`src/rtl/serial_ripple_borrow_subtractor_8b.sv`:
```
// serial_ripple_borrow_subtractor_8b: bit-serial LSB-first a - b - bin with start/busy/done handshake.
// Optional macro SUB_OVERFLOW_EN adds the o_ovf signed-overflow output.
module serial_ripple_borrow_subtractor_8b #(
    parameter int WIDTH = 8
) (
    input  logic             i_clk,
    input  logic             i_rst_n,
    input  logic             i_start,
    input  logic [WIDTH-1:0] i_a,
    input  logic [WIDTH-1:0] i_b,
    input  logic             i_bin,
    output logic             o_busy,
    output logic             o_done,
    output logic [WIDTH-1:0] o_diff,
`ifdef SUB_OVERFLOW_EN
    output logic             o_ovf,
`endif
    output logic             o_bout
);
    localparam int CW = (WIDTH > 1) ? $clog2(WIDTH) : 1;
    typedef enum logic {S_IDLE, S_RUN} state_t;
    state_t           r_state, w_next;
    logic [CW-1:0]    r_cnt;
    logic [WIDTH-1:0] r_a, r_b, r_work, w_shift;
    logic             r_br;
    logic             w_ai, w_bi, w_d, w_br_next, w_last, w_accept;
    always_ff @(posedge i_clk or negedge i_rst_n) begin
        if (!i_rst_n) r_state <= S_IDLE;
        else          r_state <= w_next;
    end
    always_comb begin
        w_next = (r_state == S_IDLE) ? (i_start ? S_RUN : S_IDLE) : (w_last ? S_IDLE : S_RUN);
    end
    always_comb begin
        o_busy   = (r_state == S_RUN);
        w_accept = (r_state == S_IDLE) && i_start;
        w_last   = (r_state == S_RUN) && (r_cnt == CW'(WIDTH - 1));
    end
    // Operands shift right so the current bit is always at index 0.
    assign w_ai      = r_a[0];
    assign w_bi      = r_b[0];
    assign w_d       = w_ai ^ w_bi ^ r_br;
    assign w_br_next = (~w_ai & w_bi) | (~(w_ai ^ w_bi) & r_br);
    always_comb begin
        w_shift            = r_work >> 1;
        w_shift[WIDTH-1]   = w_d;
    end
    always_ff @(posedge i_clk or negedge i_rst_n) begin
        if (!i_rst_n) begin
            r_a    <= '0;
            r_b    <= '0;
            r_br   <= 1'b0;
            r_cnt  <= '0;
            r_work <= '0;
            o_done <= 1'b0;
            o_diff <= '0;
            o_bout <= 1'b0;
`ifdef SUB_OVERFLOW_EN
            o_ovf  <= 1'b0;
`endif
        end else begin
            o_done <= w_last;
            if (w_accept) begin
                r_a    <= i_a;
                r_b    <= i_b;
                r_br   <= i_bin;
                r_cnt  <= '0;
                r_work <= '0;
            end else if (o_busy) begin
                r_a    <= r_a >> 1;
                r_b    <= r_b >> 1;
                r_br   <= w_br_next;
                r_cnt  <= r_cnt + 1'b1;
                r_work <= w_shift;
                // On the final bit r_a[0]/r_b[0] are the operand MSBs.
                if (w_last) begin
                    o_diff <= w_shift;
                    o_bout <= w_br_next;
`ifdef SUB_OVERFLOW_EN
                    o_ovf  <= (w_ai ^ w_bi) & (w_d ^ w_ai);
`endif
                end
            end
        end
    end
endmodule
```
`config.mk`:
```
export PLATFORM = sky130hd
export DESIGN_NAME = serial_ripple_borrow_subtractor_8b
export DESIGN_NICKNAME = d
export VERILOG_FILES = /design/src/rtl/serial_ripple_borrow_subtractor_8b.sv
export SDC_FILE = /design/constraint.sdc
export NUM_CORES = 1
export LEC_CHECK = 0
export ABC_AREA = 0
export BUFFER_PORTS_ARGS = -buffer_cell sky130_fd_sc_hd__buf_4
export CAP_MARGIN = 20
export CORE_ASPECT_RATIO = 0.5
export CORE_UTILIZATION = 35
export CTS_BUF_LIST = sky130_fd_sc_hd__clkbuf_2 sky130_fd_sc_hd__clkbuf_4 sky130_fd_sc_hd__clkbuf_8
export CTS_CLUSTER_SIZE = 20
export DETAILED_ROUTE_END_ITERATION = 7
export HOLD_SLACK_MARGIN = 0.05
export PLACE_DENSITY_LB_ADDON = 0.05
export SETUP_SLACK_MARGIN = 0.05
export SYNTH_ARGS = -nofsm -noshare
export SYNTH_HDL_FRONTEND = slang
export SYNTH_SLANG_ARGS = --single-unit
```
`constraint.sdc`:
```
create_clock -name i_clk -period 1.7 [get_ports i_clk]
set_clock_uncertainty 0.05 [all_clocks]
set_input_delay 0.34 -clock i_clk [delete_from_list [all_inputs] [get_ports i_clk]]
set_output_delay 0.34 -clock i_clk [all_outputs]
set_load 0.01 [all_outputs]
```
==> metrics.md, run 1 <==
| Metric | Value |
|---|---|
| Status | `completed` |
| Starting density of the core | `between 30% and 40%` |
| Tcrit/Tclk final | `between 80% and 90%` |
| DIE AREA | `4980 µm²` |
| Number of global-route vias before repair | `1060` |
| PwrDens | `approximately 1700 nW/µm²` |
| Fin nets | `187` |
| First DRT Iteration DRCs | `18` |
| Critical Path Start Type | `register` |
| CP required | `between 1.5 and 2 ns` |
| Root Buffer | `clkbuf_8` |
| Synthesized Nets | `155` |
| Setup TNS | `0 ns` |
| Classification of the worst-slack hold path | `primary input to register` |
| First-pass GRT wire length | `5060 µm` |
| Die X-Extent | `98.8 µm` |
| Share of the synthesized area in the top cell type | `58.0%` |
| Most used cell, CP | `ha_1` |
| Die height | `50.4 µm` |
| Synth cell types | `18` |
| CTS Buffer Depth | `2` |
| Register Area | `952 µm²` |
| Area Overhead vs Synth | `22.8%` |
| Post-synthesis cell area | `1640 µm²` |
| Most frequent cells in the layout | `dfrtp_1, buf_4, mux2i_1` |
| Share of cells above drive strength 1 | `31.5%` |
| Worst slack, placed | `0.159 ns` |
| TritonRoute pass-1 iters | `4` |
| CP Cell Sequence | `ha_1, ha_1, nand2_2, mux2_2` |
| Core ar. | `roughly 4400 µm²` |
| Delay of the slowest critical-path stage | `around 0.39 ns` |
| # fillers | `434` |
| Port Buffers | `30` |
| # Post-CTS Setup Buffers | `0` |
| Rows | `17` |
| Area after DPL | `1890 µm²` |
| RSZ-0062 raised after global routing | `no` |
| DR vias/cell | `4.64` |
| Finished Core Util | `about 45%` |
| Sequential area share after synthesis | `58.0%` |
| DPL Wire Length | `1830 µm` |
| CP arrival | `about 1.6 ns` |
| Yosys reg bits | `38` |
| Crit path time final | `1.52 ns` |
| Fmax | `658 MHz` |
| CTS tree | `done` |
| Max cap viols | `0` |
| Multi-input logic area | `between 500 and 600 µm²` |
| Gr usage total | `13.7%` |
| Final Hold Fails | `0` |
| I/O Pins | `31` |
| Synth Area per Inst | `12.4 µm²` |
| LEAKAGE | `1.01 nW` |
| Largest net degree at the start of global routing | `39` |
| Clock latency on the worst-skew pair | `0.28 ns` |
| Post-route ant nets | `0` |
| Worst Tran Pin Value | `a little under 0.5 ns` |
| Fin. max-slew vios | `0` |
| Via count | `1030` |
| Final instance area | `2010 µm²` |
| Setup violations, final | `0` |
| Routed WL | `around 2800 µm` |
| Crit end category | `register` |
| Min Hold Slack | `0.255 ns` |
| Global route total overflow | `0` |
| Most common cell after layout, fill and taps aside | `dfrtp_1` |
| Largest area contributor in the netlist | `dfrtp_1` |
| Crit Path Max Fanout | `10` |
| Setup Crit Path Kind | `register to register` |
| Slowest cell on crit path | `dfrtp_1` |
| Synth area leaders | `dfrtp_1, mux2i_1, mux2_2` |
| Peak supply drop | `0.000545 V` |
| CTS sink cnt | `38` |
| CTS H-tree depth | `2` |
| CTS Buf Count | `5` |
| Gp weighted congestion | `0.652` |
| Worst slew margin | `approximately 67%` |
| Antenna diodes | `0` |
| Initial antenna violation count | `0` |
| Syn. warnings | `0` |
| Final WS setup | `approximately 0.18 ns` |
| DR WL/cell | `12.6 µm` |
| Cells after synthesis | `~130` |
| Residual DRC | `0` |
| CTS clk-pin slew, worst paths | `roughly 0.07 ns` |
==> worst paths after layout <==
kind,start,end,slack [ns],cells past startpoint
setup / recovery,r_cnt[0],o_diff[5],0.18,4
hold / removal,i_b[7],r_b[7],0.25,3
setup reg to reg,r_cnt[0],o_diff[5],0.18,4
hold reg to reg,r_b[3],r_b[2],0.44,2
max in group asynchronous,i_rst_n,o_busy,0.72,2
min in group asynchronous,i_rst_n,r_a[3],0.51,2
==> critical path, delay by kind of cell, from the launching register on <==
kind,cells,cell delay [ns]
adders and majority gates,2,0.40
DFF,1,0.39
muxes,1,0.37
and+or+nand+nor,1,0.20
==> layer usage <==
metal  up-vias  global-route usage [%]  wire, µm
met1       486                    17.5      1400
met3         2                    5.29       174
met4         0                    6.72        26
li1        518                       -         -
met2        24                    20.5      1200
met5         -                       0         0
==> area by class of cell <==
type / instances / share of cell area (%)
inverter: 5 / 0.932
sequential: 38 / 47.3
timing repair buffer: 33 / 13.1
tap: 57 / 3.54
clock buffer: 8 / 5.47
multi-input combinational: 81 / 29.7
==> state kept, by name (all words and copies together), names as in the netlist <==
signal  count
o_bout      1
r_work      7
o_diff      8
o_busy      1
r_cnt       3
o_done      1
r_br        1
r_a         8
r_b         8
==> logic make-up after synthesis <==
logic type | count (synthesis) | share of synthesized area (%)
flip-flops | 38 | 58.0
adder cells (fa/ha/maj) | 3 | 2.75
AND/OR/NAND/NOR | 26 | 7.18
AO/OA/AOI/OAI | 23 | 8.17
multiplexers | 29 | 18.4
buffers and inverters | 13 | 5.50
==> through the flow <==
step / total power, W / cells
2_1_floorplan: 0.00236 / 132
5_1_grt: 0.00374 / 222
6_report: 0.00343 / 222
3_3_place_gp: 0.00274 / 213
3_5_place_dp: 0.00277 / 213
4_1_cts: 0.00350 / 222
==> what timing repair did <==
action                                 in CTS  in global routing
resized for setup                           0                  1
endpoints found under the hold margin      38                  0
hold buffers                                1                  0
setup endpoints to repair                   0                  1
==> cell usage after synthesis <==
| library cell | instances |
|---|---|
| nand2_2 | 1 |
| nand2b_1 | 4 |
| inv_1 | 5 |
| buf_8 | 1 |
| mux2_2 | 9 |
| o21ai_1 | 12 |
| dfrtp_1 | 38 |
| a22o_1 | 5 |
| clkbuf_1 | 1 |
| mux2i_1 | 20 |
| ha_1 | 2 |
| fa_1 | 1 |
| nor2_1 | 2 |
| nand2_1 | 18 |
| buf_4 | 4 |
| nor2_4 | 1 |
| buf_6 | 2 |
| o21ai_0 | 6 |
==> power by group <==
group | internal [W] | switching (W) | total, W
Clock | 0.000409 | 0.000301 | 0.000711
Combinational | 0.000645 | 0.000536 | 0.00118
Sequential | 0.00129 | 0.000247 | 0.00154
(Power assumes the default switching activity.)
==> run 2: changes to the inputs <==
RECOVER_POWER = 100   (was default)
==> run 2 against run 1 <==
  * Wire length grew 0.21%
  * Die area is the same
  * Register-to-register slack is essentially flat
  * Clock power is essentially flat
  * Sequential cell count is the same
  * Non-clock buffer count is the same
  * Count of clock-buffer cells in the layout is the same
  * Via count is the same
  * Total power shrank 4.0%
  * Critical path type unchanged
  * Largest cell class unchanged
  * Highest routed layer unchanged
==> metrics.md, run 2 (synthesized netlist as in run 1, its figures left out) <==
| Metric | Value |
|---|---|
| Fin nets | `187 (unchanged)` |
| Clock latency on the worst-skew pair | `0.28 ns (about the same)` |
| Setup Crit Path Kind | `register to register` |
| Setup violations, final | `0 (unchanged)` |
| CTS Buf Count | `5 (unchanged)` |
| Starting density of the core | `36.9% (unchanged)` |
| Root Buffer | `clkbuf_8` |
| Classification of the worst-slack hold path | `primary input to register` |
| Gr usage total | `13.7% (unchanged)` |
| Fmax | `658 MHz (about the same)` |
| Fin. max-slew vios | `0 (unchanged)` |
| First-pass GRT wire length | `5060 µm (unchanged)` |
| Most common cell after layout, fill and taps aside | `dfrtp_1` |
| Worst path bufs/invs | `0 (unchanged)` |
| Max cap viols | `0 (unchanged)` |
| Finished Core Util | `44.1% (-1.2 points)` |
| CTS H-tree depth | `2 (unchanged)` |
| Number of global-route vias before repair | `1060 (unchanged)` |
| Routed WL | `2800 µm (+0.21%)` |
| Global route total overflow | `0 (unchanged)` |
| Post-route ant nets | `0 (unchanged)` |
| Core ar. | `4450 µm² (unchanged)` |
| Share of cells above drive strength 1 | `24.2% (-7.3 points)` |
| Rows | `17 (unchanged)` |
| DR vias/cell | `4.64 (unchanged)` |
| Crit Path Max Fanout | `10 (unchanged)` |
| Area Overhead vs Synth | `19.7%` |
| Tcrit/Tclk final | `89.5% (about the same)` |
| Most used cell, CP | `ha_1` |
| Die height | `50.4 µm (unchanged)` |
| Residual DRC | `0 (unchanged)` |
| Worst slack, placed | `0.159 ns (unchanged)` |
| CTS sink cnt | `38 (unchanged)` |
| Initial antenna violation count | `0 (unchanged)` |
| Worst slew margin | `67.5% (about the same)` |
| RSZ-0062 raised after global routing | `no` |
| Crit end category | `register` |
| CTS tree | `done` |
| # fillers | `442 (+1.8%)` |
| Status | `completed` |
| Min Hold Slack | `0.255 ns (+0.000320 ns)` |
| CP delay by family, top | `adder cells` |
| Biggest regs | `o_diff x8, r_a x8, r_b x8` |
| Via count | `1030 (unchanged)` |
| Port Buffers | `30 (unchanged)` |
| I/O Pins | `31 (unchanged)` |
| Critical Path Start Type | `register` |
| Setup TNS | `0 ns (unchanged)` |
| PwrDens | `1680 nW/µm² (-1.4%)` |
| Antenna diodes | `0 (unchanged)` |
| CP arrival | `1.64 ns (about the same)` |
| Crit path time final | `1.52 ns (+0.000744 ns)` |
| Peak supply drop | `0.000525 V (-3.8%)` |
| Gp weighted congestion | `0.652 (unchanged)` |
| CTS clk-pin slew, worst paths | `0.07 ns (about the same)` |
| TritonRoute pass-1 iters | `4 (unchanged)` |
| LEAKAGE | `0.965 nW (-4.0%)` |
| Largest net degree at the start of global routing | `39 (unchanged)` |
| Most frequent cells in the layout | `dfrtp_1, mux2i_1, buf_4` |
| DPL Wire Length | `1830 µm (unchanged)` |
| Final Hold Fails | `0 (unchanged)` |
| DR WL/cell | `12.6 µm (+0.21%)` |
| Die X-Extent | `98.8 µm (unchanged)` |
| First DRT Iteration DRCs | `14 (-4)` |
| Delay of the slowest critical-path stage | `0.39 ns (about the same)` |
| Final WS setup | `0.179 ns (-0.000744 ns)` |
| CP Cell Sequence | `ha_1, ha_1, nand2_2, mux2_2` |
| Worst Tran Pin Value | `0.487 ns (-0.000385 ns)` |
| Slowest cell on crit path | `dfrtp_1` |
| CTS Buffer Depth | `2 (unchanged)` |
| DIE AREA | `4980 µm² (unchanged)` |
| CP required | `1.82 ns (about the same)` |
## run 2: area by class of cell
cell class / instances / area [µm²] / share of cell area [%]
clock buffers: 8 / 110 / 5.61
inverters: 5 / 18.8 / 0.957
flip-flops and latches: 38 / 952 / 48.5
multi-input cells: 81 / 591 / 30.1
well taps: 57 / 71.3 / 3.64
repair buffers: 33 / 219 / 11.2
## run 2: path summary, 6_finish.rpt
| kind | startpoint | to | slack (ns) | depth (start not counted) |
|---|---|---|---|---|
| worst min register to register | r_b[3] | r_b[2] | 0.44 | 2 |
| worst max-delay path | r_cnt[0] | o_diff[5] | 0.18 | 4 |
| max in group asynchronous | i_rst_n | o_busy | 0.72 | 2 |
| min in group asynchronous | i_rst_n | r_a[3] | 0.51 | 2 |
| worst min-delay path | i_b[7] | r_b[7] | 0.26 | 3 |
| worst max register to register | r_cnt[0] | o_diff[5] | 0.18 | 4 |
## run 2: worst register-to-register path, delay by kind of cell (launching register included)
kind / cells / cell delay (ns)
multiplexers: 1 / 0.37
AND/OR/NAND/NOR: 1 / 0.21
flip-flops: 1 / 0.39
adder cells (fa/ha/maj): 2 / 0.40
## run 2: through the flow
stage               instances  cell area [µm²]  power, W
CTS                       222             2010   0.00350
detailed placement        213             1890   0.00277
finish                    222             1960   0.00330
floorplan                 132             1640   0.00236
global route              222             1960   0.00361
global placement          213             1890   0.00274
## run 2: routing by layer
layer | up-vias | wire length (µm) | GRT usage [%]
li1 | 517 | - | -
met1 | 490 | 1410 | 17.5
met2 | 21 | 1200 | 20.5
met3 | 2 | 163 | 5.29
met4 | 0 | 26 | 6.72
met5 | - | 0 | 0
## run 2: where the power goes
| part | total [W] | internal, W | leakage [nW] | switching (W) |
|---|---|---|---|---|
| Clock | 0.000711 | 0.000409 | 0.0575 | 0.000301 |
| Sequential | 0.00154 | 0.00129 | 0.485 | 0.000245 |
| Combinational | 0.00105 | 0.000532 | 0.423 | 0.000516 |
| Total | 0.00330 | 0.00223 | 0.965 | 0.00106 |
## run 2: repair_timing
action / in CTS / in global routing
endpoints found under the hold margin: 38 / 0
gates resized for setup: 0 / 1
setup endpoints to repair: 0 / 1
hold buffers: 1 / 0
buffers inserted: 0 / 0
==> run 3: changes to the inputs <==
CTS_CLUSTER_SIZE = default   (was 20)
REMOVE_ABC_BUFFERS = 1   (was default)
==> run 3 against run 2 <==
  * Total power grew 0.79%
  * Fmax shrank 1.1%
  * Cell count is the same
  * Sequential cell count is the same
  * Worst setup slack lost 0.017 ns
  * Combinational power is essentially flat
  * Global-route usage shrank 0.87 points
  * Highest routed layer unchanged
  * Wire length shrank 0.82%
  * Sequential power shrank 3%
  * Hold slack lost 0.011 ns
  * Critical path type is now register to primary output
  * Critical path depth shrank 2
==> metrics.md, run 3 (synthesized netlist as in run 1, its figures left out) <==
| Metric | Value |
|---|---|
| Pint | `0.00226 W (+1.3%)` |
| TritonRoute pass-1 iters | `4 (unchanged)` |
| DR WL/cell | `12.5 µm (-0.82%)` |
| Rows | `17 (unchanged)` |
| Crit Path Max Fanout | `26 (+16)` |
| LEAKAGE | `0.957 nW (-0.81%)` |
| CP arrival | `1.15 ns (-0.49 ns)` |
| # Post-CTS Setup Buffers | `0 (unchanged)` |
| Peak supply drop | `0.000516 V (-1.7%)` |
| Area after DPL | `1890 µm² (-0.26%)` |
| Switching Power | `0.00106 W (-0.28%)` |
| Classification of the worst-slack hold path | `primary input to register` |
| DIE AREA | `4980 µm² (unchanged)` |
| First DRT Iteration DRCs | `26 (+12)` |
| Setup Crit Path Kind | `register to primary output` |
| Via count | `1037 (+0.68%)` |
| Post-CTS Resized | `0 (unchanged)` |
| PwrDens | `1700 nW/µm² (+1.4%)` |
| Die height | `50.4 µm (unchanged)` |
| CTS tree | `done` |
| Starting density of the core | `36.9% (unchanged)` |
| Clock latency on the worst-skew pair | `0.29 ns (about the same)` |
| CP required | `1.31 ns (-0.51 ns)` |
| Max cap viols | `0 (unchanged)` |
| CTS Buffer Depth | `2 (unchanged)` |
| Initial antenna violation count | `0 (unchanged)` |
| Fin. max-slew vios | `0 (unchanged)` |
| Critical Path Start Type | `register` |
| Final instance area | `1950 µm² (-0.57%)` |
| Worst slew margin | `37.7% (-30 points)` |
| Most common cell after layout, fill and taps aside | `dfrtp_1` |
| Sw frac | `31.9% (-0.34 points)` |
| Status | `completed` |
| Biggest regs | `o_diff x8, r_a x8, r_b x8` |
| CTS sink cnt | `38 (unchanged)` |
| DR vias/cell | `4.67 (+0.68%)` |
| Die X-Extent | `98.8 µm (unchanged)` |
| Largest net degree at the start of global routing | `39 (unchanged)` |
| Worst r2r path cells | `4 (unchanged)` |
| Tcrit/Tclk final | `90.4% (+0.97 points)` |
| CTS H-tree depth | `2 (unchanged)` |
| Routed WL | `2780 µm (-0.82%)` |
| Core ar. | `4450 µm² (unchanged)` |
| Root Buffer | `clkbuf_8` |
| Fmax | `650 MHz (-1.1%)` |
| First-pass GRT wire length | `4780 µm (-5.6%)` |
| Most frequent cells in the layout | `dfrtp_1, mux2i_1, buf_4` |
| Crit path time final | `1.54 ns (+0.0165 ns)` |
| Worst hold stages | `3 (unchanged)` |
| Antenna diodes | `0 (unchanged)` |
| Post-route ant nets | `0 (unchanged)` |
| Residual DRC | `0 (unchanged)` |
| Global route total overflow | `0 (unchanged)` |
| Number of global-route vias before repair | `1081 (+2.0%)` |
| Placed cell count | `214 (+0.47%)` |
| Comb pwr share | `31.6% (-0.2 points)` |
| Fin nets | `188 (+0.53%)` |
| I/O Pins | `31 (unchanged)` |
| Gr usage total | `12.8% (-0.87 points)` |
| Gp weighted congestion | `0.617 (-5.4%)` |
| Final Hold Fails | `0 (unchanged)` |
| DPL Wire Length | `1810 µm (-0.96%)` |
| Finished Layout Cells | `222 (unchanged)` |
| Port Buffers | `30 (unchanged)` |
| Min Hold Slack | `0.244 ns (-0.0107 ns)` |
| CTS Buf Count | `5 (unchanged)` |
| RSZ-0062 raised after global routing | `no` |
| Post-CTS Hold Buffers | `1 (unchanged)` |
| Share of cells above drive strength 1 | `22.4% (-1.8 points)` |
| Setup violations, final | `0 (unchanged)` |
| Crit end category | `primary output` |
| CTS clk-pin slew, worst paths | `0.07 ns (about the same)` |
| Area Overhead vs Synth | `19.0%` |
| Clock network fraction of total power | `23.3% (+1.7 points)` |
| Sequential power share | `45.1% (-1.5 points)` |
| Worst Tran Pin Value | `0.935 ns (+0.448 ns)` |
-- run 3: cell count changes in the layout (fill, tap and decap cells not counted), sizes merged --
cell | previous run | this run
buf | 20 | 19
bufinv | 0 | 1
-- run 3: worst max-delay path, cell delays in order, from the launching register on --
cell,delay [ns]
dfrtp_1,0.39
buf_4,0.28
clkbuf_1,0.18
-- run 3: layout make-up --
type                    instances  area (µm²)
fillers                       445        2490
inverters                       5        18.8
repair buffers                 34         206
clock buffers                   6        82.6
flip-flops and latches         38         951
well taps                      57        71.3
clock inverters                 1        30.0
multi-input cells              81         591
-- run 3: worst paths after layout --
path                               start        end  slack [ns]
worst min register to register    r_b[2]     r_b[1]        0.43
min in group asynchronous        i_rst_n     r_a[5]        0.68
worst min-delay path              i_b[7]     r_b[7]        0.24
worst max register to register  r_cnt[0]  o_diff[3]        0.17
worst max-delay path              o_busy     o_busy        0.16
max in group asynchronous        i_rst_n       r_br        0.33
-- run 3: power groups by stage --
stage / Sequential (W) / Combinational (W) / Clock, W
detailed placement: 0.00152 / 0.00122 / 0
CTS: 0.00151 / 0.00123 / 0.000808
global placement: 0.00152 / 0.00120 / 0
floorplan: 0.00164 / 0.000617 / 0
finish: 0.00150 / 0.00105 / 0.000774
global route: 0.00155 / 0.00121 / 0.000842
-- run 3: per-stage QoR --
stage	total power, W	TNS, ns	setup WS [ns]	util [%]
floorplan	0.00225	-1.81	-0.218	-
detailed placement	0.00275	0	0.165	42.4
global route	0.00360	0	0.0792	43.9
global placement	0.00272	0	0.182	42.4
finish	0.00332	0	0.163	43.9
CTS	0.00354	0	0.112	45.2
-- run 3: metal layers --
metal | global-route usage (%) | routed length, µm | vias to the layer above
met5 | 0 | 0 | -
met4 | 5.22 | 29 | 0
met1 | 15.5 | 1350 | 501
met3 | 5.71 | 178 | 5
li1 | - | - | 509
met2 | 20.2 | 1220 | 22
